`config.mk`:
```
export PLATFORM = sky130hd
export DESIGN_NAME = instr_encoder
export DESIGN_NICKNAME = d
export VERILOG_FILES = /design/src/rtl/instr_encoder.sv
export SDC_FILE = /design/constraint.sdc
export NUM_CORES = 1
export LEC_CHECK = 0
export BUFFER_PORTS_ARGS = -buffer_cell sky130_fd_sc_hd__buf_2
export CAP_MARGIN = 30
export CORE_AREA = 3 3 118 120
export DETAILED_ROUTE_END_ITERATION = 8
export DIE_AREA = 0 0 121 123
export GPL_TIMING_DRIVEN = 0
export PLACE_DENSITY = 0.77
export SLEW_MARGIN = 20
export SYNTH_ARGS = -nofsm -noshare
export SYNTH_HDL_FRONTEND = slang
export SYNTH_SLANG_ARGS = --single-unit
```
`constraint.sdc`:
```
create_clock -name clk -period 5.52 [get_ports clk]
set_input_delay 0.552 -clock clk [delete_from_list [all_inputs] [get_ports clk]]
set_output_delay 0.552 -clock clk [all_outputs]
set_load 0.02 [all_outputs]
```
`src/rtl/instr_encoder.sv`:
```
// instr_encoder
//   Streaming MIPS instruction encoder. It turns symbolic operations (op code
//   plus register, immediate and target fields) into 32-bit MIPS instruction
//   words. Each word is tagged with its instruction-memory address and passes
//   through a 2-entry output FIFO.
//
//   Optional feature macro: ENC_DELAY_SLOT_PAD_EN
//     When it is defined, every BEQ, JAL and JR is followed by an
//     auto-inserted NOP that fills the branch delay slot.
//
// Parameters
//   PC_BASE    address of the first emitted word
//
// Ports
//   clk        clock
//   reset      asynchronous, active-high reset
//   in_valid   an operation is presented
//   in_ready   the operation is accepted on this edge
//   in_op      0 ADD, 1 SUB, 2 ORI, 3 LW, 4 SW, 5 BEQ, 6 LUI, 7 JAL, 8 JR,
//              9 NOP; 10-15 are illegal
//   in_rs/in_rt/in_rd, in_imm, in_target   operation fields
//   out_valid  the FIFO head is valid
//   out_ready  the sink consumes the head on this edge
//   out_instr  encoded word at the FIFO head (0 when the FIFO is empty)
//   out_addr   address of that word (0 when the FIFO is empty)
//   err_cnt    saturating count of illegal ops
module instr_encoder #(
  parameter logic [31:0] PC_BASE = 32'h0000_3000
) (
  input  logic        clk,
  input  logic        reset,
  input  logic        in_valid,
  output logic        in_ready,
  input  logic [3:0]  in_op,
  input  logic [4:0]  in_rs,
  input  logic [4:0]  in_rt,
  input  logic [4:0]  in_rd,
  input  logic [15:0] in_imm,
  input  logic [25:0] in_target,
  output logic        out_valid,
  input  logic        out_ready,
  output logic [31:0] out_instr,
  output logic [31:0] out_addr,
  output logic [7:0]  err_cnt
);

  localparam logic [3:0] OpAdd = 4'd0;
  localparam logic [3:0] OpSub = 4'd1;
  localparam logic [3:0] OpOri = 4'd2;
  localparam logic [3:0] OpLw  = 4'd3;
  localparam logic [3:0] OpSw  = 4'd4;
  localparam logic [3:0] OpBeq = 4'd5;
  localparam logic [3:0] OpLui = 4'd6;
  localparam logic [3:0] OpJal = 4'd7;
  localparam logic [3:0] OpJr  = 4'd8;
  localparam logic [3:0] OpNop = 4'd9;

  logic [31:0] encWord;
  logic        opLegal;
  logic        accept;
  logic        pop;
  logic        push;
  logic        padPush;
  logic [31:0] pushWord;
  logic [31:0] pc;

  logic [31:0] instrMem [2];
  logic [31:0] addrMem  [2];
  logic        wrPtr;
  logic        rdPtr;
  logic [1:0]  count;

  // NOTE: every signal written here gets a default first, so a missing case
  // arm can never infer a latch.
  always_comb begin
    encWord = 32'h0;
    opLegal = 1'b1;
    case (in_op)
      OpAdd:   encWord = {6'b000000, in_rs, in_rt, in_rd, 5'b00000, 6'b100000};
      OpSub:   encWord = {6'b000000, in_rs, in_rt, in_rd, 5'b00000, 6'b100010};
      OpOri:   encWord = {6'b001101, in_rs, in_rt, in_imm};
      OpLw:    encWord = {6'b100011, in_rs, in_rt, in_imm};
      OpSw:    encWord = {6'b101011, in_rs, in_rt, in_imm};
      OpBeq:   encWord = {6'b000100, in_rs, in_rt, in_imm};
      OpLui:   encWord = {6'b001111, 5'b00000, in_rt, in_imm};
      OpJal:   encWord = {6'b000011, in_target};
      OpJr:    encWord = {6'b000000, in_rs, 15'b0, 6'b001000};
      OpNop:   encWord = 32'h0;
      default: opLegal = 1'b0;
    endcase
  end

`ifdef ENC_DELAY_SLOT_PAD_EN
  typedef enum logic {IDLE, PAD} state_t;
  state_t stateQ, stateD;
  logic   isBranch;

  assign isBranch = (in_op == OpBeq) || (in_op == OpJal) || (in_op == OpJr);

  always_ff @(posedge clk or posedge reset) begin
    if (reset) stateQ <= IDLE;
    else       stateQ <= stateD;
  end

  // The NOP waits in PAD until a slot is free; count is the pre-pop value,
  // so a full FIFO that pops this cycle still defers the NOP by one cycle.
  always_comb begin
    stateD  = stateQ;
    padPush = 1'b0;
    case (stateQ)
      IDLE: if (accept && isBranch) stateD = PAD;
      PAD: begin
        if (count != 2'd2) begin
          padPush = 1'b1;
          stateD  = IDLE;
        end
      end
      default: stateD = IDLE;
    endcase
  end

  assign in_ready = (count != 2'd2) && (stateQ == IDLE);
`else
  assign padPush  = 1'b0;
  assign in_ready = (count != 2'd2);
`endif

  assign accept   = in_valid && in_ready;
  assign pop      = out_valid && out_ready;
  assign push     = (accept && opLegal) || padPush;
  assign pushWord = padPush ? 32'h0 : encWord;

  assign out_valid = (count != 2'd0);
  assign out_instr = out_valid ? instrMem[rdPtr] : 32'h0;
  assign out_addr  = out_valid ? addrMem[rdPtr]  : 32'h0;

  // NOTE: the FIFO storage is not reset; the outputs are gated by count, so a
  // stale entry is never visible.
  always_ff @(posedge clk) begin
    if (push) begin
      instrMem[wrPtr] <= pushWord;
      addrMem[wrPtr]  <= pc;
    end
  end

  // NOTE: sequential state is updated only with non-blocking assignments, so
  // every register samples its pre-edge inputs.
  always_ff @(posedge clk or posedge reset) begin
    if (reset) begin
      wrPtr <= 1'b0;
      rdPtr <= 1'b0;
      count <= 2'd0;
      pc    <= PC_BASE;
    end else begin
      if (push) begin
        wrPtr <= ~wrPtr;
        pc    <= pc + 32'd4;
      end
      if (pop) rdPtr <= ~rdPtr;
      case ({push, pop})
        2'b10:   count <= count + 2'd1;
        2'b01:   count <= count - 2'd1;
        default: count <= count;
      endcase
    end
  end

  // An illegal op still completes its handshake; it only bumps the counter.
  always_ff @(posedge clk or posedge reset) begin
    if (reset) begin
      err_cnt <= 8'd0;
    end else if (accept && !opLegal && (err_cnt != 8'hFF)) begin
      err_cnt <= err_cnt + 8'd1;
    end
  end

endmodule
```
==> results.md, run 1 <==
- Final HPWL DP: 10400 µm
- Routed wire per std cell: 17.1 µm
- Net Sw Frac: 35.8%
- Hold WC Path Type: input port to asynchronous set/reset pin
- CTS Hold Buffers Added: 0
- Number of inserted diodes: 0
- CP arrival: roughly 2.3 ns
- Yosys warning count: 0
- Share of layout cells above drive strength 1: between 20% and 30%
- Period utilization: ~51%
- Die W: 121 µm
- Unrepaired setup endpoints after global routing: no
- Sequential share of the synthesized area: between 60 and 70%
- Final Hold Vio Count: 0
- Via density per instance: between 5 and 6
- RD Place Congestion: about 0.8
- Min cycle time layout: 2.83 ns
- Power Density: 495 nW/µm²
- Setup_tns: 0 ns
- TritonCTS clock tree: built
- Flop pwr share: about 39%
- Peak supply drop: ~0.21 mV
- Clock Skew: 0.00705 ns
- Crit start category: flip-flop
- Rel. slew slack: between 40% and 50%
- Setup repair bufs after CTS: 0
- Final net count: 739
- Post-Syn Area: between 7000 and 8000 µm²
- Placed insts: approximately 830
- First-pass GRT wire length: between 20000 and 25000 µm
- Actual slew at the worst max-slew pin: approximately 0.76 ns
- Initial core utilization: 54.1%
- Die height: 123 µm
- DRC violations left: 0
- Clk_lat worst skew: 0.42 ns
- DRT Wirelength: 14700 µm
- H-tree Lvls: 4
- Filler cell count: 969
- Status: finished clean
- Port-buffer cells: between 100 and 150
- Critical-path top delay cell: nor2_1
- Grt ovf: 0
- Setup CP Type: flip-flop to primary output
- Clk root buf: clkbuf_16
- 1st-iter DRT viols: 315
- Setup slack after layout: 2.69 ns
- CTS max path bufs: 2
- Post_cts resized: 0
- Syn_area_per_cell: around 14 µm²
- Row cnt: 42
- Synth-to-Final Area Change: 22.1%
- GRT Util Overall: approximately 21%
- # IOs: between 100 and 150
- Pwr Total: 4.28 mW
- Cell repeated most along the worst path: nor2_1
- DRT antenna net count: 0
- Commonest non-fill, non-tap cells in the layout: 147 x buf_2, 122 x edfxtp_1, 79 x nor2_1
- Fmax: ~350 MHz
- Endpoints failing setup: 0
- CP peak stage delay: a little over 0.6 ns
- Number of flops mapped to enable cells by yosys: 122
- Vias: approximately 4600
- Final Util: between 60% and 70%
- Crit path cell chain: nor2_1 -> clkbuf_1 -> nor2_1 -> buf_2
- DR pass1 iterations: 5
- Leakage: around 3.7 nW
- Dpl cell area: between 8000 and 9000 µm²
- Commonest non-fill, non-tap cell in the layout: buf_2
- Placement Setup Slack: 2.61 ns
- Post-route cell area: 8640 µm²
- Pin count of the biggest net entering global routing: 35
- Clk slew on worst S/H paths: roughly 0.060 ns
- Post-Syn Instances: roughly 510
- Netlist cell types: 48
- Top FF cell, synth: edfxtp_1
- Switching power: 1.53 mW
- Fin Hold WS: about 0.042 ns
- Proportion of power drawn by the clock network: roughly a quarter
- Required time worst endpoint: 4.97 ns
- Logic pwr share: between 30% and 40%
- Total core area: approximately 13000 µm²
- Die ar.: between 10000 and 15000 µm²
- Final slew viol count: 0
- Internal power: between 2 and 3 mW
- Non-Filler Instances: 860
- Vias in the first global route: 4649
- CTS Buf Count: 17
- Post-synthesis register bit count: 164
- CP endpoint kind: primary output
- # clock sinks: between 150 and 200
- CP Max Fanout: 10
- Async SR Flop Fraction: between 20% and 30%
- Max-Cap Viols: 0
- Antenna violations before repair: 0
[logic make-up (layout without fill, tap and decap cells)]
kind of cell | after synthesis | in the layout | share of synthesized area (%)
buf+inv | 43 | 214 | 2.77
xor+xnor | 41 | 41 | 5.07
simple gates | 160 | 160 | 11.7
other cells | 1 | 3 | 0.0530
flops | 164 | 164 | 66.6
fa+ha+maj | 3 | 3 | 0.530
mux | 70 | 70 | 9.95
compound gates | 29 | 29 | 3.30
[worst max-delay path: cells and delay by family (launching register included)]
family / cells / cell delay [ns]
buffers and inverters: 2 / 0.67
DFF: 1 / 0.42
and+or+nand+nor: 2 / 0.76
[state kept, by name, summed over array words and instances, names as in the netlist]
signal / count
addrMem: 60
count: 2
err_cnt: 8
instrMem: 62
pc: 30
rdPtr: 1
wrPtr: 1
[worst paths after layout]
path | from | end | slack [ns] | cells past startpoint
setup / recovery | count[0] | out_addr[11] | 2.69 | 4
hold / removal | reset | err_cnt[7] | 0.04 | 2
setup reg to reg | count[0] | instrMem[1][10] | 3.08 | 6
hold reg to reg | err_cnt[7] | err_cnt[7] | 0.49 | 1
max in group asynchronous | reset | pc[13] | 4.96 | 3
min in group clk | in_rd[4] | instrMem[1][15] | 0.45 | 3
[synthesized netlist by cell type, drive strengths merged (2+ instances only)]
cell type | n | share of area (%)
and3 | 4 | 0.35
nand4 | 15 | 1.4
o21ai | 2 | 0.14
edfxtp | 122 | 52
mux2 | 3 | 0.48
o22ai | 3 | 0.27
xnor2 | 28 | 3.5
nand2 | 9 | 0.48
xor2 | 13 | 1.6
nor4 | 4 | 0.65
buf | 18 | 1.4
a21oi | 3 | 0.21
nor3b | 2 | 0.28
clkbuf | 11 | 0.58
a222oi | 5 | 0.71
nor2b | 3 | 0.27
mux2i | 67 | 9.5
and2 | 2 | 0.18
and4 | 4 | 0.51
nor2 | 81 | 4.3
dfrtp | 40 | 14
nand3 | 20 | 1.5
nor3 | 9 | 0.92
ha | 3 | 0.53
a22o | 13 | 1.6
dfstp | 2 | 0.74
inv | 14 | 0.74
nand2b | 3 | 0.27
[power by group through the flow]
| stage | clock (mW) | sequential, mW | combinational (mW) |
|---|---|---|---|
| 2_1_floorplan | 0 | 1.71 | 1.01 |
| 3_3_place_gp | 0 | 1.71 | 1.50 |
| 3_5_place_dp | 0 | 1.70 | 1.56 |
| 4_1_cts | 1.08 | 1.68 | 1.57 |
| 5_1_grt | 1.14 | 1.70 | 1.68 |
| 6_report | 1.06 | 1.67 | 1.54 |
[final cells by class]
class | instances | area [µm²] | share of cell area, %
plain buffers | 29 | 144 | 1.66
clock buffers | 26 | 479 | 5.54
clock inverters | 6 | 55.1 | 0.637
inverters | 14 | 52.6 | 0.608
multi-input cells | 306 | 2190 | 25.3
flip-flops and latches | 164 | 4720 | 54.6
well taps | 176 | 220 | 2.55
repair buffers | 139 | 786 | 9.09
[per-layer routing]
layer	vias to the layer above	share of wire (%)	track usage, %
met5	-	0	0
met3	25	5.9	4.71
li1	2183	-	-
met2	144	50	34.8
met4	0	2.3	8.78
met1	2225	41	26.2
Note: power is estimated with default switching activity, not from simulation.
==> run 2: changes to the inputs <==
CORE_AREA = 3 3 124 126   (was 3 3 118 120)
DIE_AREA = 0 0 127 129   (was 0 0 121 123)
PLACE_DENSITY = 0.74   (was 0.77)
clock period = 2.5 ns   (was 5.52 ns; I/O delays follow)
==> results.md, run 2 (same netlist as run 1, synthesis figures left out) <==
- Die height: 129 µm
- Number of flip-flops in the largest register: slightly above 60
- Critical-path top delay cell: buf_2
- Placement Setup Slack: -0.164 ns
- Clock Skew: 0.00737 ns
- CTS Buf Count: 17
- Unrepaired setup endpoints after global routing: no
- Clk_lat worst skew: 0.42 ns
- Leakage: between 3 and 4 nW
- Met3 Routed Length: 1070 µm
- Top layer in use: met4
- Total core area: ~14000 µm²
- Crit path cell chain: clkbuf_1 -> buf_2 -> mux2i_1 -> nor2_1 -> buf_2
- Vias in the first global route: 4659
- Delay-heaviest family, CP: buffers and inverters
- Endpoints failing setup: 0
- Setup_tns: 0 ns
- # clock sinks: ~160
- Cell repeated most along the worst path: buf_2
- Share of layout cells above drive strength 1: 30.2%
- WL met1: about 6500 µm
- # IOs: 139
- Clk root buf: clkbuf_16
- Final slew viol count: 0
- Status: finished clean
- Required time worst endpoint: around 2.3 ns
- Min cycle time layout: around 2.3 ns
- CP Max Fanout: 10
- Grt ovf: 0
- RD Place Congestion: about 0.84
- Port-buffer cells: between 100 and 150
- Peak supply drop: just under 0.7 mV
- CTS max path bufs: 2
- CP arrival: between 2 and 2.5 ns
- Synth-to-Final Area Change: 23.6%
- Max-Cap Viols: 0
- Die ar.: roughly 16000 µm²
- WL met2: 7560 µm
- Final HPWL DP: about 11000 µm
- 1st-iter DRT viols: around 370
- WP buf/inv: 3
- Row cnt: between 40 and 50
- Period utilization: a little over nine tenths
- Final net count: 740
- TritonCTS clock tree: built
- Number of inserted diodes: 0
- Biggest regs: instrMem (62), addrMem (60), pc (30)
- Final Hold Vio Count: 0
- Actual slew at the worst max-slew pin: roughly 0.86 ns
- Rel. slew slack: between 40% and 50%
- Commonest non-fill, non-tap cells in the layout: 147 x buf_2, 122 x edfxtp_1, 78 x nor2_1
- Crit start category: flip-flop
- Power Density: 1120 nW/µm²
- DR pass1 iterations: 5
- Die W: approximately 130 µm
- Antenna violations before repair: 0
- GRT Util Overall: about a fifth
- Routed wire per std cell: around 18 µm
- Via density per instance: between 5 and 6
- Clk slew on worst S/H paths: ~0.060 ns
- DRC violations left: 0
- Largest Register: instrMem
- CP endpoint kind: primary output
- Pin count of the biggest net entering global routing: 35
- Setup CP Type: flip-flop to primary output
- First-pass GRT wire length: ~24000 µm
- H-tree Lvls: 4
- DRT antenna net count: 0
- Setup slack after layout: ~0.15 ns
- Vias: 4670
- CP peak stage delay: 0.39 ns
- DRT Wirelength: about 15000 µm
- Initial core utilization: 49.1%
- Commonest non-fill, non-tap cell in the layout: buf_2
- Fmax: 426 MHz
- Hold WC Path Type: input port to flip-flop
## run 2: per-layer routing
layer  GRT usage, %  vias up
li1               -     2197
met1           23.9     2277
met2           31.6      170
met3           5.27       26
met4           7.00        0
met5              0        -
## run 2: cell type report
cell class / instances / area [µm²]
Buffer: 29 / 146
Clock inverter: 15 / 164
Timing Repair Buffer: 140 / 811
Multi-Input combinational cell: 306 / 2200
Inverter: 14 / 52.6
Clock buffer: 17 / 425
Tap cell: 184 / 230
Sequential cell: 164 / 4720
Fill cell: 1117 / 5670
## run 2: repair_timing
item | in CTS | in global routing
pin swaps | 0 | 0
buffers inserted | 0 | 0
endpoints found under the setup margin | 75 | 49
resized for setup | 2 | 5
hold buffers | 1 | 0
endpoints found under the hold margin | 8 | 0
## run 2: power breakdown
part	switching [mW]	internal, mW
logic	2.25	1.22
registers	0.255	3.46
clock network	1.02	1.56
total	3.53	6.23
## run 2: worst reg2reg max path, delay by kind of cell (launching register included)
family                 cells  cell delay, ns
and+or+nand+nor            3            0.94
buffers and inverters      3            0.65
DFF                        1            0.43
## run 2: worst paths after layout
| path | from | end | slack, ns | cells past startpoint |
|---|---|---|---|---|
| max | rdPtr | out_addr[8] | 0.15 | 5 |
| min | in_rd[1] | instrMem[1][12] | 0.15 | 3 |
| max reg2reg | count[0] | instrMem[0][21] | 0.19 | 6 |
| min reg2reg | err_cnt[7] | err_cnt[7] | 0.49 | 1 |
| max in group asynchronous | reset | pc[13] | 1.69 | 4 |
| min in group asynchronous | reset | err_cnt[1] | 0.29 | 3 |
## run 2: stage by stage
stage	power, mW	util, %	hold WS, ns	instances	instance area, µm²
after floorplan	5.98	-	0.458	513	7090
after global placement	7.08	55.4	0.474	831	7990
after detailed placement	7.25	56.4	0.183	836	8130
after CTS	9.84	60.6	0.131	869	8740
after global routing	10.2	60.7	0.132	869	8750
final	9.76	60.7	0.148	869	8750
==> run 3: changes to the inputs <==
clock period = 1.99 ns   (was 2.5 ns; I/O delays follow)
==> results.md, run 3 (same netlist as run 1, synthesis figures left out) <==
- Power Density: 1380 nW/µm²
- Clk slew on worst S/H paths: approximately 0.06 ns
- CP arrival: ~1.7 ns
- Endpoints failing setup: 0
- CP peak stage delay: ~0.42 ns
- Grt ovf: 0
- TritonCTS clock tree: built
- CTS Buf Count: 17
- DRC violations left: 0
- Number of inserted diodes: 0
- Largest Register: instrMem
- Pwr Total: between 10 and 15 mW
- Commonest non-fill, non-tap cell in the layout: buf_2
- Post-route cell area: 8890 µm²
- Via density per instance: 5.32
- DR pass1 iterations: 5
- Logic pwr share: between 30% and 40%
- Final Hold Vio Count: 0
- CP endpoint kind: primary output
- Clock Skew: 0.0109 ns
- Share of layout cells above drive strength 1: about 32%
- Critical-path top delay cell: dfrtp_1
- CTS max path bufs: 2
- Hold endpoint: instrMem[0][4]
- Initial core utilization: roughly half
- Crit start category: flip-flop
- # IOs: 139
- Reg2reg setup slack: between 0.1 and 0.15 ns
- Reg2Reg Launch Point: pc[12]
- R2r worst-path depth: 5
- Die ar.: between 15000 and 20000 µm²
- Net Sw Frac: 35.8%
- DRT antenna net count: 0
- Setup CP Type: flip-flop to primary output
- Status: finished clean
- Fmax: between 500 and 600 MHz
- # clock sinks: between 150 and 200
- Number of flip-flops in the largest register: 62
- RD Place Congestion: around 0.76
- Vias in the first global route: about 4600
- Clk root buf: clkbuf_16
- GRT Util Overall: a little under a fifth
- Actual slew at the worst max-slew pin: between 0.7 and 0.8 ns
- First-pass GRT wire length: about 23000 µm
- Hold WC Path Type: input port to flip-flop
- Switching power: about 4.4 mW
- Peak supply drop: ~0.8 mV
- Fin Hold WS: approximately 0.085 ns
- Routed wire per std cell: roughly 17 µm
- Dpl cell area: a little over 8000 µm²
- Final HPWL DP: roughly 11000 µm
- Unrepaired setup endpoints after global routing: no
- Clk_lat worst skew: around 0.43 ns
- Required time worst endpoint: 1.79 ns
- Final net count: 746
- 1st-iter DRT viols: 436
- CP Max Fanout: 10
- Port-buffer cells: 134
- Capture point of the worst reg-to-reg path: pc[25]
- Internal power: ~7.9 mW
- Max-Cap Viols: 0
- Pin count of the biggest net entering global routing: 35
- Delay-heaviest family, CP: buffers and inverters
- Crit path cell chain: nor2_4 -> clkbuf_4 -> nor2_1 -> buf_2
- Min cycle time layout: about 1.9 ns
- WP buf/inv: 2
- Biggest regs: instrMem (62), addrMem (60), pc (30)
- Vias: 4651
- Hold_sp: in_imm[4]
- Die W: about 130 µm
- Row cnt: 44
- Die height: approximately 130 µm
- Proportion of power drawn by the clock network: between 20% and 30%
- Rel. slew slack: 51.3%
- Commonest non-fill, non-tap cells in the layout: 139 x buf_2, 122 x edfxtp_1, 78 x nor2_1
- H-tree Lvls: 4
- Flop pwr share: 38.1%
- Leakage: ~3.8 nW
- Final slew viol count: 0
- Period utilization: between 90% and 100%
- Hold path cells: 2
- Total core area: roughly 14000 µm²
- Antenna violations before repair: 0
- DRT Wirelength: 15100 µm
- Synth-to-Final Area Change: 25.6%
[run 3: repair_timing]
action	in CTS	in global routing
setup buffers	2	3
endpoints found under the setup margin	86	39
hold buffers	1	0
resized for setup	20	4
pin swaps	1	3
hold endpoints to repair	40	0
[run 3: layout make-up]
class | instances | area [µm²]
clock inverter | 10 | 97.6
clock buffer | 22 | 485
multi-input combinational | 306 | 2220
fill | 1099 | 5530
sequential | 164 | 4720
timing repair buffer | 147 | 903
buffer | 28 | 181
tap | 184 | 230
inverter | 14 | 52.6
[run 3: layer usage]
metal  vias to the layer above  global-route usage (%)  part of all wire [%]
li1                       2204                       -                     -
met1                      2277                    23.3                    42
met2                       159                    31.8                    51
met3                        11                    5.48                   6.6
met4                         0                    5.24                  0.88
met5                         -                       0                     0
[run 3: metrics by stage]
stage	cells	util, %	setup TNS [ns]	setup slack (ns)
global route	875	61.6	0	0.000267
CTS	872	61.4	0	0.00965
detailed placement	838	56.9	-10.27	-0.220
global placement	831	55.6	-108.83	-0.889
floorplan	513	-	-18.52	-0.163
finish	875	61.6	0	0.0963
[run 3: worst max-delay path by stage]
stage / to / cells after the start / slack (ns) / startpoint
after floorplan: addrMem[0][10] / 4 / -0.16 / count[0]
after global placement: instrMem[0][0] / 5 / -0.89 / in_op[3]
after detailed placement: addrMem[0][22] / 7 / -0.22 / in_op[3]
after CTS: addrMem[1][18] / 6 / 0.01 / count[0]
after global routing: out_addr[11] / 4 / 0.0003 / count[1]
final: out_addr[21] / 4 / 0.1 / count[1]
[run 3: power by group through the flow]
stage          Clock, mW  Sequential (mW)  Combinational (mW)
3_3_place_gp           0             4.70                4.21
5_1_grt             3.37             4.76                4.82
2_1_floorplan          0             4.71                2.83
4_1_cts             3.20             4.69                4.52
3_5_place_dp           0             4.71                4.45
6_report            3.14             4.69                4.47
